File: config.mk
export PLATFORM = sky130hd
export DESIGN_NAME = dcache_load_sequencer
export DESIGN_NICKNAME = d
export VERILOG_FILES = /design/src/rtl/dcache_load_sequencer.sv
export SDC_FILE = /design/constraint.sdc
export NUM_CORES = 1
export LEC_CHECK = 0
export CAP_MARGIN = 20
export CORE_ASPECT_RATIO = 1.25
export CORE_MARGIN = 4
export CORE_UTILIZATION = 45
export DETAILED_ROUTE_END_ITERATION = 12
export PLACE_DENSITY = 0.86
export SYNTH_ARGS = -nofsm -noshare
export SYNTH_HDL_FRONTEND = slang
export SYNTH_SLANG_ARGS = --single-unit
File: constraint.sdc
create_clock -name clk -period 2.85 [get_ports clk]
set_input_delay 0.57 -clock clk [delete_from_list [all_inputs] [get_ports clk]]
set_output_delay 0.57 -clock clk [all_outputs]
set_load 0.02 [all_outputs]
File: src/rtl/dcache_load_sequencer.sv
// Load sequencer between the MEM stage and the dcache: word-aligned reads, byte/half/word extraction,
// sign/zero extension. Define DCACHE_LOAD_SPLIT_EN to split word-straddling loads into two reads.
module dcache_load_sequencer #(
    parameter int unsigned ADDR_WIDTH = 32
) (
    input  logic                  clk,
    input  logic                  rst_n,
    input  logic                  req_valid,
    output logic                  req_ready,
    input  logic [ADDR_WIDTH-1:0] req_addr,
    input  logic [2:0]            req_funct3,
    output logic                  resp_valid,
    input  logic                  resp_ready,
    output logic [31:0]           resp_data,
    output logic                  resp_err,
    output logic                  mem_read,
    output logic [ADDR_WIDTH-1:0] mem_address,
    input  logic [31:0]           mem_rdata,
    input  logic                  mem_resp
);

    localparam logic [1:0] S_IDLE = 2'd0;
    localparam logic [1:0] S_RD0  = 2'd1;
    localparam logic [1:0] S_RD1  = 2'd2;
    localparam logic [1:0] S_DONE = 2'd3;

    localparam logic [2:0] F_LB  = 3'b000;
    localparam logic [2:0] F_LH  = 3'b001;
    localparam logic [2:0] F_LW  = 3'b010;
    localparam logic [2:0] F_LBU = 3'b100;
    localparam logic [2:0] F_LHU = 3'b101;

    logic [1:0]            state_q, state_d;
    logic [1:0]            offset_q, offset_d;
    logic [2:0]            funct3_q, funct3_d;
    logic                  req_ready_d;
    logic                  resp_valid_d;
    logic [31:0]           resp_data_d;
    logic                  resp_err_d;
    logic                  mem_read_d;
    logic [ADDR_WIDTH-1:0] mem_address_d;
`ifdef DCACHE_LOAD_SPLIT_EN
    logic [31:0]           w0_q, w0_d;
`endif

    function automatic logic is_legal(input logic [2:0] f3);
        return (f3 == F_LB) || (f3 == F_LH) || (f3 == F_LW) || (f3 == F_LBU) || (f3 == F_LHU);
    endfunction

    // Load crosses into the next word: any unaligned lw, or a halfword starting at byte 3.
    function automatic logic is_split(input logic [2:0] f3, input logic [1:0] off);
        return ((f3 == F_LW) && (off != 2'd0)) ||
               (((f3 == F_LH) || (f3 == F_LHU)) && (off == 2'd3));
    endfunction

    // Shift the {w1,w0} pair down to the addressed byte and extend to 32 bits.
    function automatic logic [31:0] merge(input logic [63:0] pair, input logic [1:0] off,
                                          input logic [2:0] f3);
        logic [31:0] t;
        t = 32'(pair >> {off, 3'b000});
        case (f3)
            F_LB:    return {{24{t[7]}}, t[7:0]};
            F_LBU:   return {24'h0, t[7:0]};
            F_LH:    return {{16{t[15]}}, t[15:0]};
            F_LHU:   return {16'h0, t[15:0]};
            default: return t;
        endcase
    endfunction

    // Next-state and next-output logic; every output is registered from these values.
    always_comb begin
        state_d       = state_q;
        offset_d      = offset_q;
        funct3_d      = funct3_q;
        req_ready_d   = req_ready;
        resp_valid_d  = resp_valid;
        resp_data_d   = resp_data;
        resp_err_d    = resp_err;
        mem_read_d    = mem_read;
        mem_address_d = mem_address;
`ifdef DCACHE_LOAD_SPLIT_EN
        w0_d          = w0_q;
`endif

        case (state_q)
            S_IDLE: begin
                if (req_valid) begin
                    offset_d      = req_addr[1:0];
                    funct3_d      = req_funct3;
                    mem_address_d = {req_addr[ADDR_WIDTH-1:2], 2'b00};
                    req_ready_d   = 1'b0;
`ifdef DCACHE_LOAD_SPLIT_EN
                    if (!is_legal(req_funct3)) begin
`else
                    if (!is_legal(req_funct3) || is_split(req_funct3, req_addr[1:0])) begin
`endif
                        state_d      = S_DONE;
                        resp_valid_d = 1'b1;
                        resp_err_d   = 1'b1;
                        resp_data_d  = 32'h0;
                    end else begin
                        state_d    = S_RD0;
                        mem_read_d = 1'b1;
                    end
                end
            end

            S_RD0: begin
                if (mem_resp) begin
                    mem_read_d = 1'b0;
`ifdef DCACHE_LOAD_SPLIT_EN
                    if (is_split(funct3_q, offset_q)) begin
                        w0_d          = mem_rdata;
                        state_d       = S_RD1;
                        mem_address_d = ADDR_WIDTH'(mem_address + ADDR_WIDTH'(4));
                    end else begin
                        state_d      = S_DONE;
                        resp_valid_d = 1'b1;
                        resp_err_d   = 1'b0;
                        resp_data_d  = merge({32'h0, mem_rdata}, offset_q, funct3_q);
                    end
`else
                    state_d      = S_DONE;
                    resp_valid_d = 1'b1;
                    resp_err_d   = 1'b0;
                    resp_data_d  = merge({32'h0, mem_rdata}, offset_q, funct3_q);
`endif
                end
            end

`ifdef DCACHE_LOAD_SPLIT_EN
            // Entered with mem_read low for one cycle; only a response to the raised strobe counts.
            S_RD1: begin
                if (mem_read && mem_resp) begin
                    mem_read_d   = 1'b0;
                    state_d      = S_DONE;
                    resp_valid_d = 1'b1;
                    resp_err_d   = 1'b0;
                    resp_data_d  = merge({mem_rdata, w0_q}, offset_q, funct3_q);
                end else begin
                    mem_read_d = 1'b1;
                end
            end
`endif

            S_DONE: begin
                if (resp_ready) begin
                    state_d      = S_IDLE;
                    resp_valid_d = 1'b0;
                    req_ready_d  = 1'b1;
                end
            end

            default: begin
                state_d      = S_IDLE;
                resp_valid_d = 1'b0;
                mem_read_d   = 1'b0;
                req_ready_d  = 1'b1;
            end
        endcase
    end

    always_ff @(posedge clk) begin
        if (!rst_n) begin
            state_q     <= S_IDLE;
            offset_q    <= 2'd0;
            funct3_q    <= 3'd0;
            req_ready   <= 1'b1;
            resp_valid  <= 1'b0;
            resp_data   <= 32'h0;
            resp_err    <= 1'b0;
            mem_read    <= 1'b0;
            mem_address <= '0;
`ifdef DCACHE_LOAD_SPLIT_EN
            w0_q        <= 32'h0;
`endif
        end else begin
            state_q     <= state_d;
            offset_q    <= offset_d;
            funct3_q    <= funct3_d;
            req_ready   <= req_ready_d;
            resp_valid  <= resp_valid_d;
            resp_data   <= resp_data_d;
            resp_err    <= resp_err_d;
            mem_read    <= mem_read_d;
            mem_address <= mem_address_d;
`ifdef DCACHE_LOAD_SPLIT_EN
            w0_q        <= w0_d;
`endif
        end
    end

endmodule

==> flow_summary.yaml <==
setup_path:
  critPathLaunch: "req_funct3[0]"
  reg2reg_slack_ns: 0.58
  crit_path_end_kind: "flop"
  critPathRequiredTime_ns: 3.12
  startpoint_type: "input pin"
  max_stage_delay_ns: 0.76
  path_cells: "clkdlybuf4s50_1 > nor4_1 > buf_4 > nor4_4 > a311oi_4 > buf_4 > o2bb2ai_1"
  r2r_start: "state_q[0]$_SDFFE_PN0P_"
  crit_type: "input pin to flop"
  cp_top_family: "buffers and inverters"
  crit_arrival_ns: 2.81
  cp_num_buf_inv: 3
  cp_max_fo: 20
  slowest_stage: "a311oi_4"
  critPathMostFrequentCell: "buf_4"
cts:
  root_buffer: "clkbuf_8"
  ctsHoldBuffers: 0
  clock_latency_ns: 0.34
  clk_path_buf_depth: 2
  tritoncts: "built"
  cts_resized: 0
  htreeDepth: 3
  cts_buffers: 9
  clk_pin_slew_worst_paths_ns: 0.07
  postCtsSetupBuffers: 0
  cts.sinks: 73
drt:
  viasPerCell: 5.43
  finalWirelength_um: 9470
  wl_per_cell_um: 16.7
  drc: 1
  ant_nets: 0
  dr.pass1.iters: 9
  drt_iter0_drc: 151
  vias: 3073
yosys:
  async_flop_share_pct: 0
  synthFlopType: "dfxtp_1"
  synth-seq-cells: 73
  yosysTopAreaCellShare_pct: 47.3
  yosysTopAreaCell: "dfxtp_1"
  synthesis.area_um2: 3090
  ys_seq_area_share_pct: 47.3
  synth_most_common_cell: "dfxtp_1"
  synth_edf_count: 0
  yosys-top-cells-count: "dfxtp_1 (73), nand2_1 (72), a21oi_1 (47)"
  syn_inst: 342
  synth_cell_types: 41
  synth_area_leaders: "dfxtp_1 (47%), nand2_1 (8.7%), a21oi_1 (7.6%)"
  yosys_warnings: 0
  syn_avg_cell_area_um2: 9.03
cells_and_area:
  area_growth_pct: 53.8
  fillers: 489
  diodes: 0
  fin_area_um2: 4750
  final_core_util_pct: 71.9
  nets: 547
  drive_gt1_share_pct: 7.93
global_routing:
  grt_pass1_wl_um: 14800
  grt_max_degree: 39
  grt_pass1_vias: 3072
  grt.total_usage_pct: 23.5
  antenna_found_initial: 0
  overflow: 0
timing:
  rsz0062_at_grt: "no"
  timing.fmax_mhz: 393
  relSlewSlack_pct: 38.8
  setup_viol: 0
  period_share_pct: 89.2
  hold_viol: 0
  final_max_slew_viol_count: 0
  hold_ws_ns: 0.457
  post-route-min-period_ns: 2.54
  fin_setup_tns_ns: 0
  finClkSkew_ns: 0.00671
  worst_pin_slew_ns: 0.918
die:
  fp.dieH_um: 101
  coreArea_um2: 6610
  initial_core_util_pct: 46.8
  design.die.area_um2: 8260
  row_count: 33
  pin_count: 140
  die-width_um: 82.1
place:
  place_congestion: 0.811
  dpl_cell_area_um2: 4540
  port_buffers: 137
  dpl.hpwl_um: 7140
pwr:
  power.density_nw_per_um2: 541
  p_leak_nw: 1.78
  power_mw: 2.57
  peakVddDrop_uv: 366
worst_hold_path:
  hp-start: "mem_address[31]$_SDFFE_PN0P_"
  hp-class: "flop to flop"
run_status:
  violations: "design-rule violations"
  status: "finished with violations"
flow_run:
  maxCapViolCount: 0
==> cell type report <==
cell class | count | area [um^2] | share of cell area, %
clock inverters | 3 | 65.1 | 1.37
inverters | 5 | 18.8 | 0.395
repair buffers | 148 | 1450 | 30.6
flip-flops and latches | 73 | 1460 | 30.8
multi-input cells | 238 | 1500 | 31.5
well taps | 87 | 109 | 2.29
clock buffers | 12 | 145 | 3.06
==> metrics by stage <==
stage | instances | setup WS [ns]
floorplan | 343 | 0.757
global placement | 551 | 0.0801
detailed placement | 551 | 0.000535
CTS | 566 | 0.353
global route | 566 | 0.116
finish | 566 | 0.308
==> where the power goes <==
part,switching (mW),internal (mW)
sequential,0.0461,1.08
combinational,0.281,0.281
clock,0.365,0.512
==> registers in the layout, summed over array words and instances, names as in the netlist <==
name	count
req_ready	1
resp_data	32
funct3_q	3
resp_valid	1
resp_err	1
offset_q	2
state_q	2
mem_address	30
mem_read	1
==> worst register-to-register path, cell delays in order, from the launching register on <==
cell       delay (ns)
dfxtp_1          0.60
or3b_1           0.27
nor4_4           0.08
a311oi_4         0.76
buf_4            0.34
o2bb2ai_1        0.14
==> worst paths after layout <==
kind	endpoint	cells after the start
setup / recovery	resp_data[12]$_SDFFE_PN0P_	7
hold / removal	mem_address[31]$_SDFFE_PN0P_	2
setup reg to reg	resp_data[12]$_SDFFE_PN0P_	5
hold reg to reg	mem_address[31]$_SDFFE_PN0P_	2
==> cells in the final DEF, fill, tap and decap left out, drive strengths merged, types with 2 or more instances in the layout <==
master and count:
o2bb2ai 15, a22o 2, buf 11, clkbuf 12
a221o 8, nor4 2, bufinv 2, mux2 9
dfxtp 73, nand2 72, nor2b 2, a22oi 2
a211o 8, nand2b 3, a221oi 8, nor2 23
conb 2, clkdlybuf4s50 137, o21ai 3, a21oi 47
mux2i 15, inv 5, a2111oi 2
==> metal layers <==
layer | global-route usage (%) | wire length (um) | vias to the layer above | part of all wire, %
met5 | 0 | 0 | - | 0
met4 | 9.21 | 192 | 0 | 2.0
met3 | 9.57 | 1100 | 13 | 12
met2 | 39.6 | 4500 | 161 | 48
met1 | 25.9 | 3670 | 1418 | 39
li1 | - | - | 1481 | -
==> kinds of logic after synthesis <==
family / after synthesis / synth area share, %
AND/OR/NAND/NOR: 110 / 15.4
buffers and inverters: 32 / 4.86
multiplexers: 25 / 8.87
AO/OA/AOI/OAI: 100 / 23.2
XOR/XNOR: 1 / 0.284
other: 1 / 0.121
flip-flops: 73 / 47.3
Power figures use the tool's default switching activity.
==> RTL change 1: new RTL, same flow settings <==
`resp_data` no longer has a reset.
--- a/src/rtl/dcache_load_sequencer.sv
+++ b/src/rtl/dcache_load_sequencer.sv
@@ -169,3 +169,2 @@
             resp_valid  <= 1'b0;
-            resp_data   <= 32'h0;
             resp_err    <= 1'b0;
@@ -182,3 +181,2 @@
             resp_valid  <= resp_valid_d;
-            resp_data   <= resp_data_d;
             resp_err    <= resp_err_d;
@@ -192,2 +190,6 @@
 
+    always_ff @(posedge clk) begin
+        resp_data <= resp_data_d;
+    end
+
 endmodule
Function: differs if rst_n is asserted again (counterexample within 4 cycles, from zero or initial values and one cycle with rst_n low); with rst_n held inactive, the same outputs for 10 cycles.
==> RTL change 1 against the unedited design <==
  * Total power up 9.0%
  * Worst setup slack gained 0.57 ns
  * Sequential cell count unchanged
  * Wire length shrank 5.0%
  * Critical path depth fell by 2
  * Combinational power rose by 21%
  * Worst hold slack better by 0.0069 ns
  * Area after synthesis is 7.5% higher
  * Largest cell class is now sequential cells
  * First-iteration DRC count down 20%
  * Critical path type unchanged
  * Synthesized cell count down 1.8%
  * Count of clock-buffer cells in the layout down 3
  * Die area grew 6.9%
  * Cell area rose by 4.2%
==> RTL change 1: results (changes against the unedited design) <==
ys_warn_count: 0  # unchanged
arrival_ns: 1.97  # -0.84 ns
n_antenna_cell: 0  # unchanged
hold_path.class: "reg2reg"
dp_cells: 546  # -0.91%
yosysSeqAreaShare_pct: 53.6  # +6.3 points
reg2reg_from: "state_q[0]$_SDFFE_PN0P_"
final_common_cell: "clkdlybuf4s50_1"
postCtsSetupRepairBufs: 0  # unchanged
r2r_cells: 4  # -1
vias_per_cell: 5.20  # -4.2%
cts_buffers: 9  # unchanged
r2r_slack_ns: 1.06  # +0.48 ns
dp_slack_ns: 0.520  # +0.520 ns
drive_gt1_share_pct: 5.93  # -2.0 points
holdPathStages: 2  # unchanged
h-tree-depth: 3  # unchanged
ys_top_cells_by_area: "edfxtp_1 29%, dfxtp_1 25%, nand2_1 8.4%"
period_share_pct: 69.1  # -20 points
yosysUniqueCellTypes: 38  # -7.3%
r2r-end: "resp_data[3]$_SDFFCE_PN0P_"
startpoint: "req_valid"
clock_path_buffers: 2  # unchanged
cp_max_fo: 32  # +60%
leakage_nw: 1.82  # +2.4%
dpl_cell_area_sq_um: 4740  # +4.4%
peakVddDrop_uv: 458  # +25%
cts_root_buf: "clkbuf_8"
netlist_top_cells_count: "74 x nand2_1, 41 x dfxtp_1, 36 x a21boi_0"
grt_pass1_vias: 2913  # -5.2%
drtIter0Drc: 121  # -20%
antenna_found_initial: 0  # unchanged
worstHoldEndpoint: "mem_address[28]$_SDFFE_PN0P_"
grt_max_degree: 37  # -5.1%
layout.cells.non_filler: 562  # -0.71%
status: "complete, no violations"
grt_usage_pct: 20.1  # -3.4 points
clk_latency_ns: 0.35
grt_pass1_wl_um: 14100  # -4.7%
clkTransAtPathRegs_ns: 0.08
hold_violations: 0  # unchanged
wl_um: 8990  # -5.0%
firstDrtPassIters: 4  # -5
synth_edf_count: 32  # +32
timing.hold.ws_ns: 0.464  # +0.00689 ns
avgSynthCellArea_sq_um: 9.89  # +9.5%
place_congestion: 0.849  # +4.7%
portBuffers: 137  # unchanged
clock_skew_ns: 0.00699  # +0.000273 ns
yosys_most_used_dff: "dfxtp_1"
hp-start: "mem_address[28]$_SDFFE_PN0P_"
async_reset_ff_share_pct: 0  # unchanged
hpwl_um: 6700  # -6.2%
cp_top_family: "buffers and inverters"
nets: 539  # -1.5%
slowest_delay_ns: 0.56  # -0.20 ns
critical_path_class: "in2reg"
worst_pin_slew_ns: 0.592  # -0.327 ns
slowest_stage: "clkdlybuf4s50_1"
reg.largest.list: "resp_data (32), mem_address (30), funct3_q (3)"
[RTL change 1: where the power goes]
group	internal [mW]	switching, mW
clock network	0.483	0.375
registers	1.21	0.0497
logic	0.333	0.349
[RTL change 1: logic make-up (layout without fill, tap and decap cells)]
group	after synthesis	after routing	synth area share, %
mux	19	19	5.91
buf+inv	29	164	4.22
compound gates	101	101	20.2
flops	73	73	53.6
xor+xnor	1	1	0.264
other cells	1	2	0.113
simple gates	112	112	15.7
[RTL change 1: tightest hold or removal path, stage by stage (launching register included)]
cell and delay [ns]:
dfxtp_1 0.31, nand2_1 0.04, a21boi_0 0.06
[RTL change 1: per-layer routing]
metal	GRT usage (%)	wire, um
met1	22.4	3610
met2	33.3	4180
met3	8.95	1080
met4	7.81	119
met5	0	0
[RTL change 1: layout make-up]
class                           instances  area, sq um
Fill cell                             526         2110
Tap cell                               90          113
Clock inverter                          7         85.1
Sequential cell                        73         1780
Multi-Input combinational cell        235         1410
Timing Repair Buffer                  144         1420
Clock buffer                            9          124
Inverter                                4         15.0
==> RTL change 2: new RTL, config.mk and constraints unchanged <==
Made on the original files. The parameter `ADDR_WIDTH` goes from 32 to 16.
--- a/src/rtl/dcache_load_sequencer.sv
+++ b/src/rtl/dcache_load_sequencer.sv
@@ -3,3 +3,3 @@
 module dcache_load_sequencer #(
-    parameter int unsigned ADDR_WIDTH = 32
+    parameter int unsigned ADDR_WIDTH = 16
 ) (
Interface: changed (resized mem_address and req_addr); port bits go from 140 to 108. The function was not compared with the original's and may differ.
==> RTL change 2 against the unedited design <==
  * Cell area is 19% lower
  * Total power is 22% lower
  * Worst hold slack about the same
  * Worst setup slack worse by 0.062 ns
  * First-iteration DRC count shrank 8.6%
  * Wire length shrank 17%
  * Area after synthesis down 17%
  * Sequential cell count decreased by 16
  * Critical path type unchanged
==> RTL change 2: results (changes against the unedited design) <==
status: "complete, no violations"
postCtsSetupRepairBufs: 0  # unchanged
slowest_stage: "a311oi_4"
yosysSeqAreaShare_pct: 44.6  # -2.7 points
leakage_nw: 1.47  # -17%
r2r_slack_ns: 0.59
dpl_cell_area_sq_um: 3700  # -19%
cp_max_fo: 22  # +10%
netlist_top_cells_count: "57 x dfxtp_1, 40 x nand2_1, 31 x a21oi_1"
n_antenna_cell: 0  # unchanged
worstHoldEndpoint: "mem_address[3]$_SDFFE_PN0P_"
hpwl_um: 5830  # -18%
nets: 438  # -20%
grt_pass1_vias: 2478  # -19%
ys_top_cells_by_area: "dfxtp_1 45%, a21oi_1 6.1%, mux2i_1 5.9%"
hp-start: "mem_address[3]$_SDFFE_PN0P_"
slowest_delay_ns: 0.83  # +0.07 ns
firstDrtPassIters: 4  # -5
timing.hold.ws_ns: 0.457  # +0.000237 ns
vias_per_cell: 5.67  # +4.3%
ys_warn_count: 0  # unchanged
reg2reg_from: "state_q[0]$_SDFFE_PN0P_"
cts_buffers: 9  # unchanged
reg.largest.list: "resp_data (32), mem_address (14), funct3_q (3)"
arrival_ns: 2.87  # +0.06 ns
cts_root_buf: "clkbuf_8"
async_reset_ff_share_pct: 0  # unchanged
grt_pass1_wl_um: 12000  # -19%
yosysUniqueCellTypes: 43  # +4.9%
h-tree-depth: 3  # unchanged
relSlewSlack_pct: 32.4  # -6.4 points
clock_skew_ns: 0.00680  # +0.0000916 ns
drive_gt1_share_pct: 10.9  # +2.9 points
drtIter0Drc: 138  # -8.6%
yosysMostFrequentCell: "dfxtp_1"
nFillCells: 439  # -10%
grt_usage_pct: 22.5  # -0.95 points
antenna_found_initial: 0  # unchanged
clkTransAtPathRegs_ns: 0.06
ctsResizeCount: 0  # unchanged
holdPathStages: 2  # unchanged
place_congestion: 0.920  # +13%
clk_latency_ns: 0.34  # about the same
wl_per_cell_um: 17.3  # +3.7%
r2r-end: "resp_data[6]$_SDFFE_PN0P_"
grt_max_degree: 23  # -41%
r2r_cells: 5  # unchanged
hold_path.class: "reg2reg"
clock_path_buffers: 2  # unchanged
die_w_um: 75.4  # -8.2%
peakVddDrop_uv: 343  # -6.4%
portBuffers: 105  # -23%
cp_top_family: "buffers and inverters"
==> RTL change 2: area by class of cell <==
class,count,share of cell area [%]
multi-input cells,190,33.6
repair buffers,119,29.9
flip-flops and latches,57,29.5
clock buffers,13,4.11
well taps,64,2.07
inverters,5,0.485
clock inverters,3,0.388
==> RTL change 2: worst max-delay path by stage <==
stage,startpoint,to,cells past startpoint
floorplan,req_valid,resp_data[27]$_SDFFE_PN0P_,5
global placement,req_addr[0],resp_data[11]$_SDFFE_PN0P_,7
detailed placement,req_addr[0],resp_data[6]$_SDFFE_PN0P_,7
CTS,req_addr[0],resp_data[6]$_SDFFE_PN0P_,7
global route,req_addr[0],resp_data[6]$_SDFFE_PN0P_,7
finish,req_addr[0],resp_data[6]$_SDFFE_PN0P_,7
==> RTL change 2: worst min-delay path: stages (launching register included) <==
cell and delay [ns]:
dfxtp_1 0.31, nand2_1 0.05, a21oi_1 0.05
==> RTL change 2: per-stage QoR <==
stage	util [%]	setup slack (ns)	cells	setup TNS (ns)
6_report	70.6	0.246	451	0
5_1_grt	70.6	0.178	451	0
4_1_cts	70.6	0.282	451	0
3_5_place_dp	67.4	-0.0519	435	-0.330
3_3_place_gp	67.4	0.0411	435	0
2_1_floorplan	-	0.855	273	0
==> RTL change 2: routing by layer <==
layer  up-vias  wire length [um]  GRT usage [%]
met4         0               177           9.77
met3        18               844           6.36
met1      1186              2920           25.0
met5         -                 0              0
met2       132              3880           38.6
li1       1219                 -              -
==> RTL change 2: where the power goes <==
group          switching [mW]  internal (mW)
clock network           0.307          0.359
logic                   0.227          0.233
registers              0.0380          0.846
total                   0.572           1.44
==> RTL change 2: cell families (layout without fill, tap and decap cells) <==
group / Yosys count / in the layout / share of synthesized area [%]
AOI/OAI and AO/OA: 84 / 84 / 24.9
xor gates and xnor gates: 1 / 1 / 0.343
buffers and inverters: 26 / 140 / 5.09
DFF: 57 / 57 / 44.6
muxes: 25 / 25 / 10.7
other: 1 / 2 / 0.147
and+or+nand+nor: 78 / 78 / 14.1
